File: config.mk
export PLATFORM = sky130hd
export DESIGN_NAME = sort_result_collector_flat
export DESIGN_NICKNAME = d
export VERILOG_FILES = /design/src/rtl/sort_result_collector_if.sv /design/src/rtl/sort_result_collector.sv /design/src/flat_wrapper.sv
export SDC_FILE = /design/constraint.sdc
export NUM_CORES = 2
export LEC_CHECK = 0
export CAP_MARGIN = 20
export CELL_PAD_IN_SITES_DETAIL_PLACEMENT = 0
export CELL_PAD_IN_SITES_GLOBAL_PLACEMENT = 1
export CORE_MARGIN = 2
export CORE_UTILIZATION = 30
export CTS_CLUSTER_SIZE = 12
export DETAILED_ROUTE_END_ITERATION = 6
export PLACE_DENSITY_LB_ADDON = 0.1
export SLEW_MARGIN = 15
export SYNTH_ARGS = -nofsm -noshare
export SYNTH_HDL_FRONTEND = slang
export SYNTH_SLANG_ARGS = --single-unit
export TNS_END_PERCENT = 50
File: constraint.sdc
create_clock -name clk -period 7.1 [get_ports clk]
set_input_delay 1.065 -clock clk [delete_from_list [all_inputs] [get_ports clk]]
set_output_delay 1.065 -clock clk [all_outputs]
set_load 0.05 [all_outputs]
File: src/rtl/sort_result_collector_if.sv
// Signal bundle between the collector, the merge sorter tree head and the downstream sink.
// Stream handshake: a word moves on a posedge where m_valid && m_ready; m_valid never drops while a word is pending.
interface sort_result_collector_if #(
    parameter int W  = 32,
    parameter int CW = 8
);
    logic          start;
    logic [W-1:0]  t_dout;
    logic          t_empty;
    logic          t_deq;
    logic [W-1:0]  m_data;
    logic          m_valid;
    logic          m_ready;
    logic          m_last;
    logic [CW-1:0] wr_cnt;
    logic [CW-1:0] rd_cnt;
    logic          busy;
    logic          done;
    logic          order_err;

    modport slave (
        input  start, t_dout, t_empty, m_ready,
        output t_deq, m_data, m_valid, m_last, wr_cnt, rd_cnt, busy, done, order_err
    );

    modport master (
        output start, t_dout, t_empty, m_ready,
        input  t_deq, m_data, m_valid, m_last, wr_cnt, rd_cnt, busy, done, order_err
    );
endinterface

File: src/rtl/sort_result_collector.sv
// Collects one sorted batch of N words from the tree head, flags any descent, then replays it downstream.
module sort_result_collector #(
    parameter int W  = 32,
    parameter int N  = 128,
    parameter int CW = $clog2(N + 1)
) (
    input  logic                   clk,
    input  logic                   rst_n,
    sort_result_collector_if.slave bus,
    output logic [1:0]             dbg_state_o
);
    localparam int            AW       = $clog2(N);
    localparam logic [CW-1:0] LAST_IDX = CW'(N - 1);

    typedef enum logic [1:0] {
        S_IDLE    = 2'd0,
        S_COLLECT = 2'd1,
        S_DRAIN   = 2'd2,
        S_DONE    = 2'd3
    } state_e;

    state_e        state_q, state_d;
    logic [CW-1:0] wr_cnt_q, wr_cnt_d;
    logic [CW-1:0] rd_cnt_q, rd_cnt_d;
    logic [W-1:0]  prev_q, prev_d;
    logic          order_err_q, order_err_d;
    logic          t_deq;
    logic [W-1:0]  mem_q [N];

    always_comb begin
        state_d     = state_q;
        wr_cnt_d    = wr_cnt_q;
        rd_cnt_d    = rd_cnt_q;
        prev_d      = prev_q;
        order_err_d = order_err_q;
        t_deq       = 1'b0;
        unique case (state_q)
            S_IDLE, S_DONE: begin
                if (bus.start) begin
                    state_d     = S_COLLECT;
                    wr_cnt_d    = '0;
                    rd_cnt_d    = '0;
                    order_err_d = 1'b0;
                end
            end
            S_COLLECT: begin
                t_deq = ~bus.t_empty;
                if (t_deq) begin
                    wr_cnt_d = wr_cnt_q + 1'b1;
                    prev_d   = bus.t_dout;
                    // The first word of a batch has no predecessor to compare against.
                    if ((wr_cnt_q != '0) && (bus.t_dout < prev_q)) begin
                        order_err_d = 1'b1;
                    end
                    if (wr_cnt_q == LAST_IDX) begin
                        state_d = S_DRAIN;
                    end
                end
            end
            S_DRAIN: begin
                if (bus.m_ready) begin
                    rd_cnt_d = rd_cnt_q + 1'b1;
                    if (rd_cnt_q == LAST_IDX) begin
                        state_d = S_DONE;
                    end
                end
            end
            default: state_d = S_IDLE;
        endcase
    end

    always_ff @(posedge clk or negedge rst_n) begin
        if (!rst_n) begin
            state_q     <= S_IDLE;
            wr_cnt_q    <= '0;
            rd_cnt_q    <= '0;
            prev_q      <= '0;
            order_err_q <= 1'b0;
        end else begin
            state_q     <= state_d;
            wr_cnt_q    <= wr_cnt_d;
            rd_cnt_q    <= rd_cnt_d;
            prev_q      <= prev_d;
            order_err_q <= order_err_d;
        end
    end

    // Batch storage carries no reset; contents are only read after a full batch is written.
    always_ff @(posedge clk) begin
        if (t_deq) begin
            mem_q[wr_cnt_q[AW-1:0]] <= bus.t_dout;
        end
    end

    assign bus.t_deq     = t_deq;
    assign bus.m_valid   = (state_q == S_DRAIN);
    assign bus.m_data    = (state_q == S_DRAIN) ? mem_q[rd_cnt_q[AW-1:0]] : '0;
    assign bus.m_last    = (state_q == S_DRAIN) && (rd_cnt_q == LAST_IDX);
    assign bus.wr_cnt    = wr_cnt_q;
    assign bus.rd_cnt    = rd_cnt_q;
    assign bus.busy      = (state_q == S_COLLECT) || (state_q == S_DRAIN);
    assign bus.done      = (state_q == S_DONE);
    assign bus.order_err = order_err_q;
    assign dbg_state_o   = state_q;
endmodule

File: src/flat_wrapper.sv
// flat-port wrapper written by rule: the top's interface ports become plain ports
module sort_result_collector_flat 
#(
    parameter int W  = 32,
    parameter int N  = 128,
    parameter int CW = $clog2(N + 1)
)
  (clk, rst_n, dbg_state_o, bus_start, bus_t_dout, bus_t_empty, bus_m_ready, bus_t_deq, bus_m_data, bus_m_valid, bus_m_last, bus_wr_cnt, bus_rd_cnt, bus_busy, bus_done, bus_order_err);
  sort_result_collector_if #(.W(W), .CW(CW)) bus_i ();
  input  logic clk;
  input  logic rst_n;
  output logic [1:0] dbg_state_o;
  input wire logic [$bits(bus_i.start)-1:0] bus_start;
  input wire logic [$bits(bus_i.t_dout)-1:0] bus_t_dout;
  input wire logic [$bits(bus_i.t_empty)-1:0] bus_t_empty;
  input wire logic [$bits(bus_i.m_ready)-1:0] bus_m_ready;
  output wire logic [$bits(bus_i.t_deq)-1:0] bus_t_deq;
  output wire logic [$bits(bus_i.m_data)-1:0] bus_m_data;
  output wire logic [$bits(bus_i.m_valid)-1:0] bus_m_valid;
  output wire logic [$bits(bus_i.m_last)-1:0] bus_m_last;
  output wire logic [$bits(bus_i.wr_cnt)-1:0] bus_wr_cnt;
  output wire logic [$bits(bus_i.rd_cnt)-1:0] bus_rd_cnt;
  output wire logic [$bits(bus_i.busy)-1:0] bus_busy;
  output wire logic [$bits(bus_i.done)-1:0] bus_done;
  output wire logic [$bits(bus_i.order_err)-1:0] bus_order_err;
  assign bus_i.start = bus_start;
  assign bus_i.t_dout = bus_t_dout;
  assign bus_i.t_empty = bus_t_empty;
  assign bus_i.m_ready = bus_m_ready;
  assign bus_t_deq = bus_i.t_deq;
  assign bus_m_data = bus_i.m_data;
  assign bus_m_valid = bus_i.m_valid;
  assign bus_m_last = bus_i.m_last;
  assign bus_wr_cnt = bus_i.wr_cnt;
  assign bus_rd_cnt = bus_i.rd_cnt;
  assign bus_busy = bus_i.busy;
  assign bus_done = bus_i.done;
  assign bus_order_err = bus_i.order_err;
  sort_result_collector #(.W(W), .N(N), .CW(CW)) u_core (.clk(clk), .rst_n(rst_n), .bus(bus_i), .dbg_state_o(dbg_state_o));
endmodule
# After elaboration in Yosys (flattened, before gate mapping)
# Memories as Yosys holds them, arrays and structs flattened.
# Index checks and enable logic that the tools add are counted.
dict set report op_classes {
  magnitude_cmp 1
  reduce_logical 13
  n_eq_ne 11
  addsub 2
  muxes 19
  n_bitwise 1
}
# op n
set op_table {}
lappend op_table {{32-bit less-than comparator} 1}
lappend op_table {{32-bit 2-to-1 mux} 1}
lappend op_table {{8-bit one-hot mux with 2 select lines} 2}
lappend op_table {{8-bit 2-to-1 mux} 3}
lappend op_table {{8-bit by 1-bit adder with 8-bit output, second input constant} 2}
lappend op_table {{8-bit by 7-bit equality test with 1-bit output, second input constant} 2}
lappend op_table {{2-bit 2-to-1 mux} 5}
lappend op_table {{8-bit nonzero test} 1}
lappend op_table {{1-bit 2-to-1 mux} 6}
lappend op_table {{2-bit by 1-bit != test with 1-bit output, second input constant} 3}
lappend op_table {{2-bit != test, second input constant} 3}
lappend op_table {{2-bit one-hot mux with 3 select lines} 1}
lappend op_table {{3-bit AND reduction} 2}
lappend op_table {{5-bit AND reduction} 1}
lappend op_table {{2-bit equality test, second input constant} 2}
lappend op_table {{4-bit AND reduction} 1}
lappend op_table {{2-bit nonzero test} 2}
lappend op_table {{2-bit by 1-bit equality test with 1-bit output, second input constant} 1}
lappend op_table {{1-bit logical AND} 2}
lappend op_table {{2-bit logical NOT} 1}
lappend op_table {{1-bit one-hot mux with 2 select lines} 1}
lappend op_table {{2-bit AND reduction} 1}
lappend op_table {{2-bit OR reduction} 1}
lappend op_table {{1-bit logical OR} 1}
lappend op_table {{1-bit inverter} 1}
dict set report totals {
  wordCells 53
  regBits 51
  n_memories 1
  inputBits 37
  out_inout_bits 56
  mem_bits_rw 4096
}
# memory depth width read_ports rd_ports_with_merged_regs wr line
set mem_list {}
lappend mem_list {u_core.mem_q 128 32 1 0 1 sort_result_collector.sv:28} ;# logic [W-1:0] mem_q [N];

# Depth between registers and ports, before layout
dict set report depth {
  ltp_word 5
  mapped_depth 12
  depth_no_buf 9
}

# Worst setup path before layout
# No wires, ideal clock.
dict set report synth_timing {
  path_kind {register -> output}
  from {reg u_core.rd_cnt_q[1] (netlist: u_core.bus.rd_cnt[1])}
  to {out bus_m_data[18]}
  stages_incl_launch_ff 10
  t_required_ns 6.035
  path_buffers 4
  slack_ns 2.547
  arrival_ns 3.488
  cell_sequence {dfrtp_1 > buf_4 > buf_4 > buf_2 > clkbuf_1 > mux4_2 > a22oi_1 > a21boi_0 > o21ai_0 > a311oi_1}
}
dict set report synth_via {
  elab_chain_cells 2
}
# element line
set synth_lines {}
lappend synth_lines {{start, declared} sort_result_collector.sv:24} ;# logic [CW-1:0] rd_cnt_q, rd_cnt_d;
lappend synth_lines {{start signal, assigned} sort_result_collector.sv:82} ;# rd_cnt_q <= rd_cnt_d;
lappend synth_lines {{memory read 128 x 32 bit} -}
lappend synth_lines {{32-bit 2-to-1 mux} sort_result_collector.sv:97} ;# assign bus.m_data = (state_q == S_DRAIN) ? mem_q[rd_cnt_q[AW-1:0]] : '0;
lappend synth_lines {{end, declared} flat_wrapper.sv:18} ;# output wire logic [$bits(bus_i.m_data)-1:0] bus_m_data;
# No other way between the ends.

# Worst setup path in the final report
dict set report layout_timing {
  from {reg u_core.rd_cnt_q[1] (netlist: u_core.bus.rd_cnt[1])}
  to {out bus_m_data[12]}
}
# The elaborated chain is that of the path after synthesis.

==> impl_metrics.yaml <==
cells_and_area:
  layout.area.seq_sq_um: 124000
  syn2layout_area_growth_pct: 17.4
  final_common_cell: "edfxtp_1"
  final_cell_mix: "edfxtp_1 (4096), mux4_2 (892), buf_4 (482), clkbuf_16 (464), mux2i_1 (280)"
  final_nets: 7945
  multiInputGateArea_sq_um: 33700
  final_layout_size_suffix_gt1_share_pct: 27.7
  fillers: 49105
worst_setup_path:
  arrival_ns: 5.83
  crit_required_ns: 6.03
  crit_fanout: 106
  cp-end-kind: "output port"
  crit_type: "flip-flop to output port"
  cp-start-kind: "flip-flop"
floorplan:
  placementRows: 267
  start_util_pct: 30.1
  die_width_um: 733
  ioPinCount: 93
  dieArea_sq_um: 537000
  die_h_um: 733
  coreArea_sq_um: 529000
clocking:
  holdBufCountCts: 0
  clockBufferDepth: 4
  clk_latency_ns: 1.03
  clk_pin_slew_ns: 0.06
  htree_levels: 5
  cts.sinks: 4147
  tritoncts: "built"
  cts-root-buf: "clkbuf_16"
  cts_buffers: 460
sta:
  worst_pin_slew_ns: 1.27
  setup-tns-final_ns: 0
  setup_viol: 0
  min_period_over_period_pct: 97.1
  finalHoldViolCount: 0
  maxSlewViolCount: 0
  max_slew_margin_pct: 15.7
  rsz0062_at_grt: "false"
  worst_slack_ns: 0.206
  fin_skew_ns: 0.0739
  fmax_mhz: 145
  post-route-min-period_ns: 6.89
logic_synthesis:
  synthCells: 7212
  synthArstFlopShare_pct: 1.23
  syn_area_sq_um: 159000
  syn_nets: 7287
  ys_types: 71
  yosysSeqAreaShare_pct: 78.0
  synth_edf_count: 4096
  synthFlopType: "edfxtp_1"
  ys_seq_elements: 4147
  avgSynthCellArea_sq_um: 22.1
  yosysWarnings: 0
  synthTopCellsByArea: "edfxtp_1 (77%), mux4_2 (13%), mux2i_1 (1.8%)"
  synth_area_leader_cell: "edfxtp_1"
  synth_top_area_share_pct: 77.2
routing:
  drc: 0
  avgViaCountPerCell: 5.31
  postRouteAntennaNets: 0
  dr.pass1.iters: 6
  wl_um: 591000
  vias: 81137
  drt-initial-drc-count: 9266
  avgRoutedWirePerCell_um: 38.7
job:
  drv_cap: 0
power_and_ir_drop:
  ir_drop_v: 0.000225
  powerDensity_nw_per_um2: 343
  p_leak_nw: 56.9
grt:
  grt_pass1_wl_um: 781000
  grt_pass1_vias: 82202
  grt_usage_pct: 21.5
  overflow: 0
  grt_max_degree: 123
  antenna_found_initial: 68
placement:
  pre_cts_slack_ns: 0.755
  dp_hpwl_um: 363000
  place.gp.congestion: 0.778
  portBuffers: 92
min_path:
  hold_path_class: "input pin to asynchronous set/reset pin"
run_status:
  outcome: "finished clean"
worst paths after layout:
| kind | endpoint | from | cells past startpoint | slack [ns] |
|---|---|---|---|---|
| worst max-delay path | bus_m_data[12] | u_core.bus.rd_cnt[1] | 9 | 0.21 |
| worst max register to register | u_core.mem_q[54][5] | u_core.bus.wr_cnt[3] | 4 | 2.70 |
| max in group asynchronous | u_core.bus.rd_cnt[3] | rst_n | 2 | 6.08 |
| worst min-delay path | u_core.prev_q[9] | rst_n | 2 | 0.23 |
| worst min register to register | u_core.prev_q[0] | u_core.prev_q[0] | 2 | 0.51 |
| min in group clk | u_core.mem_q[78][7] | bus_t_dout[7] | 1 | 0.43 |
area by class of cell:
cell class | instances | share of cell area, %
Timing Repair Buffer | 608 | 3.07
Tap cell | 6994 | 4.68
Multi-Input combinational cell | 2607 | 18.0
Antenna cell | 19 | 0.0254
Clock inverter | 275 | 1.28
Sequential cell | 4147 | 66.4
Clock buffer | 571 | 6.43
Inverter | 46 | 0.0963
layer usage:
layer	track usage (%)	up-vias	wire, um
li1	-	32132	-
met1	30.1	45831	259000
met2	36.0	2636	289000
met3	2.74	538	30500
met4	4.35	0	12500
met5	0	-	0
where the power goes:
part	switching (mW)	total (mW)	internal [mW]	leakage, nW
clock	10.1	23.2	13.1	7.05
combinational	7.90	13.7	5.84	12.4
sequential	0.177	27.3	27.1	37.4
total	18.2	64.2	46.1	56.9
cells in the mapped netlist (14+ instances only):
| cell | number |
|---|---|
| edfxtp_1 | 4096 |
| mux4_2 | 892 |
| mux2i_1 | 280 |
| a22oi_1 | 194 |
| nor2_1 | 185 |
| nand2_1 | 178 |
| a21oi_1 | 155 |
| clkbuf_1 | 149 |
| buf_2 | 106 |
| o21ai_0 | 102 |
| buf_4 | 76 |
| a211oi_1 | 75 |
| o22ai_1 | 74 |
| dfrtp_1 | 51 |
| o221ai_1 | 48 |
| inv_1 | 45 |
| buf_6 | 41 |
| a221oi_1 | 40 |
| nand3_1 | 40 |
| ha_1 | 38 |
| mux4_1 | 38 |
| nor3_1 | 34 |
| a22o_1 | 30 |
| buf_1 | 23 |
| nor2b_1 | 16 |
| nand4_1 | 14 |
logic make-up after synthesis:
kind of cell / after synthesis / share of synthesized area [%]
AOI/OAI and AO/OA: 815 / 3.52
xor gates and xnor gates: 9 / 0.0494
adders and majority gates: 38 / 0.298
buffers and inverters: 458 / 1.67
DFF: 4147 / 78.0
muxes: 1221 / 15.1
and+or+nand+nor: 524 / 1.44
worst max-delay path, cell delays in order (launching register included):
cell      delay (ns)
dfrtp_4         0.79
buf_12          0.48
mux4_2          0.41
a22o_1          0.25
a221oi_1        0.51
o22ai_1         0.49
a21oi_1         0.78
o22ai_1         0.25
buf_4           0.24
buf_4           0.20
metrics by stage:
stage	instance area [sq um]	std cells	power (mW)	util, %	hold WS (ns)
detailed placement	173000	14400	41.8	32.6	0.500
CTS	187000	15247	65.1	35.3	0.158
global route	187000	15250	66.4	35.3	0.248
global placement	172000	14390	41.8	32.6	0.495
finish	187000	15267	64.2	35.4	0.227
floorplan	159000	7212	36.4	-	0.447
repair_timing:
| item | CTS | global route |
|---|---|---|
| endpoints found under the setup margin | 2 | 0 |
| buffers inserted | 1 | 0 |
| gates resized for setup | 3 | 0 |
| endpoints found under the hold margin | 0 | 0 |
registers in the layout, indices dropped and copies added, names as in the netlist:
signal / flops
u_core.bus.order_err: 1
u_core.bus.rd_cnt: 8
u_core.bus.wr_cnt: 8
u_core.dbg_state_o: 2
u_core.mem_q: 4096
u_core.prev_q: 32
Power figures use the tool's default switching activity.
